[src/rtl/svec_pkg.sv]
// Shared definitions for the secret-vector stream buffer: default geometry,
// derived-size helpers and the stream FSM state type.
package svec_pkg;

  localparam int unsigned DEF_COEF_W   = 4;
  localparam int unsigned DEF_WORD_W   = 64;
  localparam int unsigned DEF_N_COEF   = 256;
  localparam int unsigned DEF_NUM_POLY = 3;
  localparam int unsigned DEF_MAX_MAG  = 5;

  typedef enum logic [1:0] {
    IDLE   = 2'd0,
    STREAM = 2'd1,
    DRAIN  = 2'd2
  } state_t;

  // Words per polynomial.
  function automatic int unsigned calc_wpp(input int unsigned n_coef,
                                           input int unsigned coef_w,
                                           input int unsigned word_w);
    return (n_coef * coef_w) / word_w;
  endfunction

  // Index width for a range of 'depth' entries; never narrower than one bit.
  function automatic int unsigned calc_addr_w(input int unsigned depth);
    return (depth > 1) ? $clog2(depth) : 1;
  endfunction

endpackage

[src/rtl/svec_skid.sv]
// Two-entry valid/ready skid buffer carrying a data word plus its last flag.
// The head entry drives the outputs directly, so they are register outputs and
// hold stable while the consumer stalls.
module svec_skid #(
  parameter int unsigned DATA_W = 64
) (
  input  logic              i_clk,
  input  logic              i_rst,
  input  logic              i_in_valid,
  input  logic [DATA_W-1:0] i_in_data,
  input  logic              i_in_last,
  output logic              o_out_valid,
  output logic [DATA_W-1:0] o_out_data,
  output logic              o_out_last,
  input  logic              i_out_ready,
  output logic [1:0]        o_occ
);

  logic [1:0]        r_occ;
  logic [DATA_W-1:0] r_head_data;
  logic              r_head_last;
  logic [DATA_W-1:0] r_tail_data;
  logic              r_tail_last;
  logic              w_pop;

  assign w_pop       = (r_occ != 2'd0) && i_out_ready;
  assign o_out_valid = (r_occ != 2'd0);
  assign o_out_data  = r_head_data;
  assign o_out_last  = r_head_last;
  assign o_occ       = r_occ;

  // Occupancy and entry update; the producer only pushes when there is room.
  always_ff @(posedge i_clk or posedge i_rst) begin
    if (i_rst) begin
      r_occ       <= 2'd0;
      r_head_data <= '0;
      r_head_last <= 1'b0;
      r_tail_data <= '0;
      r_tail_last <= 1'b0;
    end else begin
      case (r_occ)
        2'd0: begin
          if (i_in_valid) begin
            r_head_data <= i_in_data;
            r_head_last <= i_in_last;
            r_occ       <= 2'd1;
          end
        end
        2'd1: begin
          if (i_in_valid && w_pop) begin
            r_head_data <= i_in_data;
            r_head_last <= i_in_last;
          end else if (i_in_valid) begin
            r_tail_data <= i_in_data;
            r_tail_last <= i_in_last;
            r_occ       <= 2'd2;
          end else if (w_pop) begin
            r_occ <= 2'd0;
          end
        end
        default: begin
          if (w_pop) begin
            r_head_data <= r_tail_data;
            r_head_last <= r_tail_last;
            if (i_in_valid) begin
              r_tail_data <= i_in_data;
              r_tail_last <= i_in_last;
            end else begin
              r_occ <= 2'd1;
            end
          end
        end
      endcase
    end
  end

endmodule

[src/rtl/s_poly_stream_buf.sv]
// Multi-polynomial store for the secret vector s. The host loads packed
// sign-magnitude words; a start request streams one polynomial, word 0 first,
// through a two-entry skid buffer to the multiplier.
// Optional feature macro: S_RANGE_CHECK_EN adds a sticky coefficient range
// checker on accepted writes and the o_range_err port.
module s_poly_stream_buf
  import svec_pkg::*;
#(
  parameter int unsigned COEF_W   = DEF_COEF_W,
  parameter int unsigned WORD_W   = DEF_WORD_W,
  parameter int unsigned N_COEF   = DEF_N_COEF,
  parameter int unsigned NUM_POLY = DEF_NUM_POLY,
`ifdef S_RANGE_CHECK_EN
  parameter int unsigned MAX_MAG  = DEF_MAX_MAG,
`endif
  localparam int unsigned WPP    = calc_wpp(N_COEF, COEF_W, WORD_W),
  localparam int unsigned DEPTH  = NUM_POLY * WPP,
  localparam int unsigned ADDR_W = calc_addr_w(DEPTH),
  localparam int unsigned PSEL_W = calc_addr_w(NUM_POLY)
) (
  input  logic              i_clk,
  input  logic              i_rst,
  input  logic              i_wr_en,
  input  logic [ADDR_W-1:0] i_wr_addr,
  input  logic [WORD_W-1:0] i_wr_data,
  output logic              o_wr_reject,
  input  logic              i_start,
  input  logic [PSEL_W-1:0] i_poly_sel,
  output logic              o_start_err,
  output logic              o_busy,
  output logic [WORD_W-1:0] o_out_data,
  output logic              o_out_valid,
  input  logic              i_out_ready,
  output logic              o_out_last,
  output logic              o_done
`ifdef S_RANGE_CHECK_EN
  ,
  output logic              o_range_err
`endif
);

  localparam int unsigned PTR_W = calc_addr_w(WPP);

  logic [WORD_W-1:0] r_mem [DEPTH];

  state_t            r_state;
  state_t            w_state_d;
  logic [ADDR_W-1:0] r_base;
  logic [ADDR_W-1:0] w_base_d;
  logic [PTR_W-1:0]  r_rd_ptr;
  logic [PTR_W-1:0]  w_rd_ptr_d;

  logic              w_issue;
  logic              w_issue_last;
  logic [ADDR_W-1:0] w_rd_addr;
  logic [ADDR_W-1:0] w_sel_base;
  logic              w_done_d;

  logic              r_rd_valid;
  logic              r_rd_last;
  logic [WORD_W-1:0] r_rd_data;

  logic              r_wr_reject;
  logic              r_start_err;
  logic              r_done;

  logic              w_start_ok;
  logic              w_wr_ok;
  logic              w_fwd;
  logic              w_skid_valid;
  logic              w_skid_last;
  logic [1:0]        w_occ;
  logic              w_pop;
  logic              w_room;

  assign w_start_ok = i_start && (r_state == IDLE) && (32'(i_poly_sel) < NUM_POLY);
  assign w_wr_ok    = i_wr_en && (r_state == IDLE) && (32'(i_wr_addr) < DEPTH);
  assign w_sel_base = ADDR_W'(32'(i_poly_sel) * WPP);
  assign w_pop      = w_skid_valid && i_out_ready;
  // Room for one more read once this cycle's pop and the in-flight read are counted.
  assign w_room     = ({1'b0, w_occ} + {2'b00, r_rd_valid}) < (3'd2 + {2'b00, w_pop});
  // A write accepted in the same cycle as a read of that word is forwarded.
  assign w_fwd      = w_wr_ok && (i_wr_addr == w_rd_addr);

  assign o_busy      = (r_state != IDLE);
  assign o_out_valid = w_skid_valid;
  assign o_out_last  = w_skid_last && w_skid_valid;
  assign o_wr_reject = r_wr_reject;
  assign o_start_err = r_start_err;
  assign o_done      = r_done;

  // Next-state, read issue and read address selection.
  always_comb begin
    w_state_d    = r_state;
    w_base_d     = r_base;
    w_rd_ptr_d   = r_rd_ptr;
    w_issue      = 1'b0;
    w_issue_last = 1'b0;
    w_rd_addr    = r_base + ADDR_W'(r_rd_ptr);
    w_done_d     = 1'b0;
    case (r_state)
      IDLE: begin
        // First read goes out in the start cycle itself to meet the T+2 latency.
        if (w_start_ok) begin
          w_issue    = 1'b1;
          w_rd_addr  = w_sel_base;
          w_base_d   = w_sel_base;
          if (WPP == 1) begin
            w_issue_last = 1'b1;
            w_rd_ptr_d   = '0;
            w_state_d    = DRAIN;
          end else begin
            w_rd_ptr_d = PTR_W'(1);
            w_state_d  = STREAM;
          end
        end
      end
      STREAM: begin
        if (w_room) begin
          w_issue = 1'b1;
          if (r_rd_ptr == PTR_W'(WPP - 1)) begin
            w_issue_last = 1'b1;
            w_rd_ptr_d   = '0;
            w_state_d    = DRAIN;
          end else begin
            w_rd_ptr_d = r_rd_ptr + PTR_W'(1);
          end
        end
      end
      DRAIN: begin
        if (w_pop && w_skid_last) begin
          w_done_d  = 1'b1;
          w_state_d = IDLE;
        end
      end
      default: w_state_d = IDLE;
    endcase
  end

  // FSM, pointer and status pulse registers.
  always_ff @(posedge i_clk or posedge i_rst) begin
    if (i_rst) begin
      r_state     <= IDLE;
      r_base      <= '0;
      r_rd_ptr    <= '0;
      r_wr_reject <= 1'b0;
      r_start_err <= 1'b0;
      r_done      <= 1'b0;
    end else begin
      r_state     <= w_state_d;
      r_base      <= w_base_d;
      r_rd_ptr    <= w_rd_ptr_d;
      r_wr_reject <= i_wr_en && !w_wr_ok;
      r_start_err <= i_start && !w_start_ok;
      r_done      <= w_done_d;
    end
  end

  // Storage array; deliberately not reset so a key survives rst.
  always_ff @(posedge i_clk) begin
    if (w_wr_ok) begin
      r_mem[i_wr_addr] <= i_wr_data;
    end
  end

  // Synchronous read port with one cycle of latency.
  always_ff @(posedge i_clk or posedge i_rst) begin
    if (i_rst) begin
      r_rd_valid <= 1'b0;
      r_rd_last  <= 1'b0;
      r_rd_data  <= '0;
    end else begin
      r_rd_valid <= w_issue;
      r_rd_last  <= w_issue_last;
      if (w_issue) begin
        r_rd_data <= w_fwd ? i_wr_data : r_mem[w_rd_addr];
      end
    end
  end

  svec_skid #(
    .DATA_W (WORD_W)
  ) u_skid (
    .i_clk       (i_clk),
    .i_rst       (i_rst),
    .i_in_valid  (r_rd_valid),
    .i_in_data   (r_rd_data),
    .i_in_last   (r_rd_last),
    .o_out_valid (w_skid_valid),
    .o_out_data  (o_out_data),
    .o_out_last  (w_skid_last),
    .i_out_ready (i_out_ready),
    .o_occ       (w_occ)
  );

`ifdef S_RANGE_CHECK_EN
  localparam int unsigned NCPW = WORD_W / COEF_W;

  logic r_range_err;

  assign o_range_err = r_range_err;

  // Flags magnitudes above MAX_MAG and the negative-zero encoding.
  function automatic logic word_bad(input logic [WORD_W-1:0] w);
    logic              bad;
    logic [COEF_W-1:0] c;
    logic [COEF_W-2:0] mag;
    bad = 1'b0;
    for (int k = 0; k < NCPW; k++) begin
      c   = w[k*COEF_W +: COEF_W];
      mag = c[COEF_W-2:0];
      if ((32'(mag) > MAX_MAG) || (c[COEF_W-1] && (mag == '0))) begin
        bad = 1'b1;
      end
    end
    return bad;
  endfunction

  // Sticky error; the offending write still lands in memory.
  always_ff @(posedge i_clk or posedge i_rst) begin
    if (i_rst) begin
      r_range_err <= 1'b0;
    end else if (w_wr_ok && word_bad(i_wr_data)) begin
      r_range_err <= 1'b1;
    end
  end
`endif

endmodule

[config.mk]
export PLATFORM = sky130hd
export DESIGN_NAME = s_poly_stream_buf
export DESIGN_NICKNAME = d
export VERILOG_FILES = /design/src/rtl/svec_pkg.sv /design/src/rtl/svec_skid.sv /design/src/rtl/s_poly_stream_buf.sv
export SDC_FILE = /design/constraint.sdc
export NUM_CORES = 2
export LEC_CHECK = 0
export ABC_CLOCK_PERIOD_IN_PS = 12170
export BUFFER_PORTS_ARGS = -buffer_cell sky130_fd_sc_hd__buf_2
export CELL_PAD_IN_SITES_DETAIL_PLACEMENT = 2
export CELL_PAD_IN_SITES_GLOBAL_PLACEMENT = 2
export CORE_MARGIN = 2
export CORE_UTILIZATION = 52
export DETAILED_ROUTE_END_ITERATION = 6
export PLACE_DENSITY_LB_ADDON = 0.08
export SYNTH_ARGS = -nofsm -noshare
export SYNTH_HDL_FRONTEND = slang
export SYNTH_SLANG_ARGS = --single-unit
export TNS_END_PERCENT = 100
[constraint.sdc]
create_clock -name i_clk -period 12.17 [get_ports i_clk]
set_clock_uncertainty 0.1 [all_clocks]
set_input_delay 2.434 -clock i_clk [delete_from_list [all_inputs] [get_ports i_clk]]
set_output_delay 2.434 -clock i_clk [all_outputs]
set_load 0.03 [all_outputs]
==> results.md <==
* Met3 Track Usage GR at 14.9%
* Avg Synthesized Cell Area at about 17 um2
* RSZ-0062 raised after global routing: false
* Sequential share of power at 34.3%
* Final HPWL DP at 299 mm
* Wirelength per Cell at 54.8 um
* DRT Pass-1 Iters at 6
* CP Class: in -> reg
* DIE HEIGHT at 503 um
* Top-area cell type share of the netlist area at a little over 70%
* Worst path arrival time at 7.82 ns
* RePlAce Congestion at roughly 0.87
* Mux share of post-synthesis cell area at 10.1%
* Asr flop ratio synth at under 10%
* Synth Register Bits at 3,281
* Final TNS setup at 0 ns
* Initial Utilization at a little over half
* Combinational share of power at 36.4%
* Area Growth Syn to Fin at 12.4%
* Final setup vio count at 0
* Global Route met1 Usage at 55.1%
* Max Slew Vio Count at 32
* Fmax at 143 MHz
* Hold buffers post-CTS at 0
* Placed insts at between 10,000 and 15,000
* Critical Path Source: i_start
* Worst Hold Launch: u_skid.o_out_data[23]
* Boundary Pins at 147
* Final hold vios at 0
* # DRC at 0
* CTS tree: built
* Pin count of the biggest net entering global routing at 115
* Final worst-path cycle share at a little under three fifths
* Worst-path maximum fanout at 39
* Vias at 92,500
* Adder-cell area share of the yosys netlist at 0.0289%
* Leak pwr at 0.0478 uW
* DR iter-0 viols at 17,700
* HP Class: reg -> reg
* GR Util met2 at between 70% and 80%
* Max Cap Viol at 1
* Status: complete, but fails checks
* FF-to-FF Start: u_skid.o_occ[1]
* Vias per cell at roughly 8
* Syn Inst Count at between 7,000 and 8,000
* Maximum VDD drop at 0.000277 V
* Vias in the first global route at ~93,000
* Largest cells by area after synthesis: edfxtp_1 (71%), mux2i_1 (6.3%), dfrtp_1 (4.0%), mux2_2 (2.3%), o221ai_1 (2.2%)
* Largest family of logic cells by synthesized area: multiplexers
* Layout fillers at roughly 21,000
* Mapped Area at 0.130 mm2
* Post-CTS setup buffer count at 0
* Register area share after synthesis at 75.2%
* First-pass GRT wire length at 792 mm
* Switching Share at 41.9%
* CP required at 12.99 ns
* Synth warn at 0
* Skew-Pair Late Insertion Delay at roughly 1 ns
* Number of port buffers at 146
* Initial antenna violation count at slightly below 60
* Layout cell share with drive strength beyond 1 at 16.2%
* CTS root buf: clkbuf_16
* Clock tree buffer depth at 4
* Syn nets at 7,766
* Die W at 503 um
* Overflow after GRT at 0
* Clock period minus worst slack at approximately 7 ns
* Core ar. at between 0.2 and 0.25 mm2
* GRT busiest layer: met2
* Synth area leader: edfxtp_1
* # rows at 183
* Ys flop type: edfxtp_1
* Post-synthesis xor/xnor area fraction at 0.0135%
* Net switching power of the design at roughly 16,000 uW
* Htree depth at 5
* CP Launch Type: input port
* Finished Layout Cells at ~12,000
* Die Area at 0.253 mm2
* Post-synthesis simple-gate area fraction at between 4 and 5%
* Clk pwr share at 29.4%
* Internal at 22,800 uW
* Final nets at 7,919
* Num CTS Buffers at 353
* Clk slew on worst S/H paths at 0.08 ns
* Count of cell types in the netlist at between 80 and 90
* Crit end category: flop
* PwrDens at 269 mW/mm2
* EDFF count, synth at 3,072
* Rel. slew slack at -7.91%
* Power consumption at 39,300 uW
* Least-Margin Pin Slew at 1.61 ns
* Violated checks: max-capacitance violations, max-slew violations
* Post-CTS sizing at 0
* Post-synthesis compound-gate area fraction at 8.66%
* Final wirelength at between 600 and 700 mm
* Clk sink count at about 3,300
* GRT Total Usage at 45.8%
* Post-route ant nets at 0
-- worst paths after layout --
kind,to,slack [ns],cells past startpoint
max,r_rd_data[8],5.17,10
min,u_skid.o_out_data[23],0.37,2
max reg2reg,r_rd_data[50],5.72,11
min reg2reg,u_skid.o_out_data[23],0.37,2
max in group asynchronous,u_skid.o_occ[1],8.78,3
min in group asynchronous,u_skid.r_tail_data[54],1.52,2
-- metal layers --
metal  up-vias  part of all wire, %
met3      3478                   14
met2     10200                   45
met5         -                 0.19
met1     47200                   32
met4        56                  9.2
li1      31600                    -
-- kinds of logic after synthesis --
kind of cell               after synthesis
adders and majority gates                3
buffers and inverters                  573
muxes                                 1167
xor gates and xnor gates                 2
and+or+nand+nor                       1155
DFF                                   3281
AOI/OAI and AO/OA                     1505
-- cell usage after synthesis, drive strengths merged (33+ instances only) --
cell type	count
o31ai	33
a221oi	183
a21oi	213
mux4	85
o22ai	118
a211oi	47
a31oi	60
a2bb2oi	111
buf	289
o21ai	183
nand2	405
o2111ai	65
mux2	261
nor3	58
mux2i	821
nand3	370
clkbuf	273
edfxtp	3072
nor2	193
o221ai	321
dfrtp	209
-- power groups by stage --
stage          combinational [uW]  clock (uW)  sequential, uW
6_report                    14300       11500           13500
5_1_grt                     14100       11700           13400
4_1_cts                     13200       11100           13400
3_5_place_dp                12500           0           13600
3_3_place_gp                11700           0           13500
2_1_floorplan                7250           0           13300
-- critical path, stage by stage --
cell and delay [ns]:
buf_2 0.22, or3b_1 0.90, o22ai_4 0.41, buf_4 0.90, inv_2 0.69, buf_4 0.60
nor2_1 0.80, nor2_1 0.19, a32oi_1 0.36, o21ba_2 0.20
-- placed cells by master, fill, tap and decap left out, types with 53 or more instances in the layout --
cell and n:
diode_2 64, o221ai_1 321, edfxtp_1 3072, a31oi_1 60, nor2_1 137, buf_4 204
clkbuf_16 355, mux4_2 85, buf_2 146, nor3_1 53, nand2_1 399, mux2_2 261
o22ai_1 114, a221oi_1 183, o21ai_0 170, a2bb2oi_1 111, clkinv_2 58, a21oi_1 208
clkbuf_1 95, dfrtp_1 205, o2111ai_1 65, nand3_1 370, nor2_4 55, mux2i_1 821
-- layout make-up --
class	instances	area, um2	share of cell area, %
diodes	64	160	0.110
clock buffers	477	9610	6.59
clock inverters	153	1560	1.07
inverters	11	55.1	0.0378
multi-input cells	3832	30300	20.8
flip-flops and latches	3281	97500	66.9
well taps	3330	4170	2.86
repair buffers	360	2460	1.69
-- stage by stage --
step	area, um2	hold WS [ns]	setup slack, ns	utilization, %
global placement	134000	0.357	5.19	54.2
detailed placement	134000	0.365	4.89	54.2
global route	146000	0.403	5.45	58.7
floorplan	130000	0.342	3.93	-
finish	146000	0.370	5.17	58.7
CTS	146000	0.377	5.69	58.7
-- flip-flops by register name, summed over array words and instances, names as in the netlist --
register            cells
o_done                  1
o_start_err             1
o_wr_reject             1
r_base                  2
r_mem                3072
r_rd_data              64
r_rd_last               1
r_rd_ptr                4
r_rd_valid              1
r_state                 2
u_skid.o_occ            2
u_skid.o_out_data      64
u_skid.o_out_last       1
u_skid.r_tail_data     64
u_skid.r_tail_last      1
(Power assumes the default switching activity.)
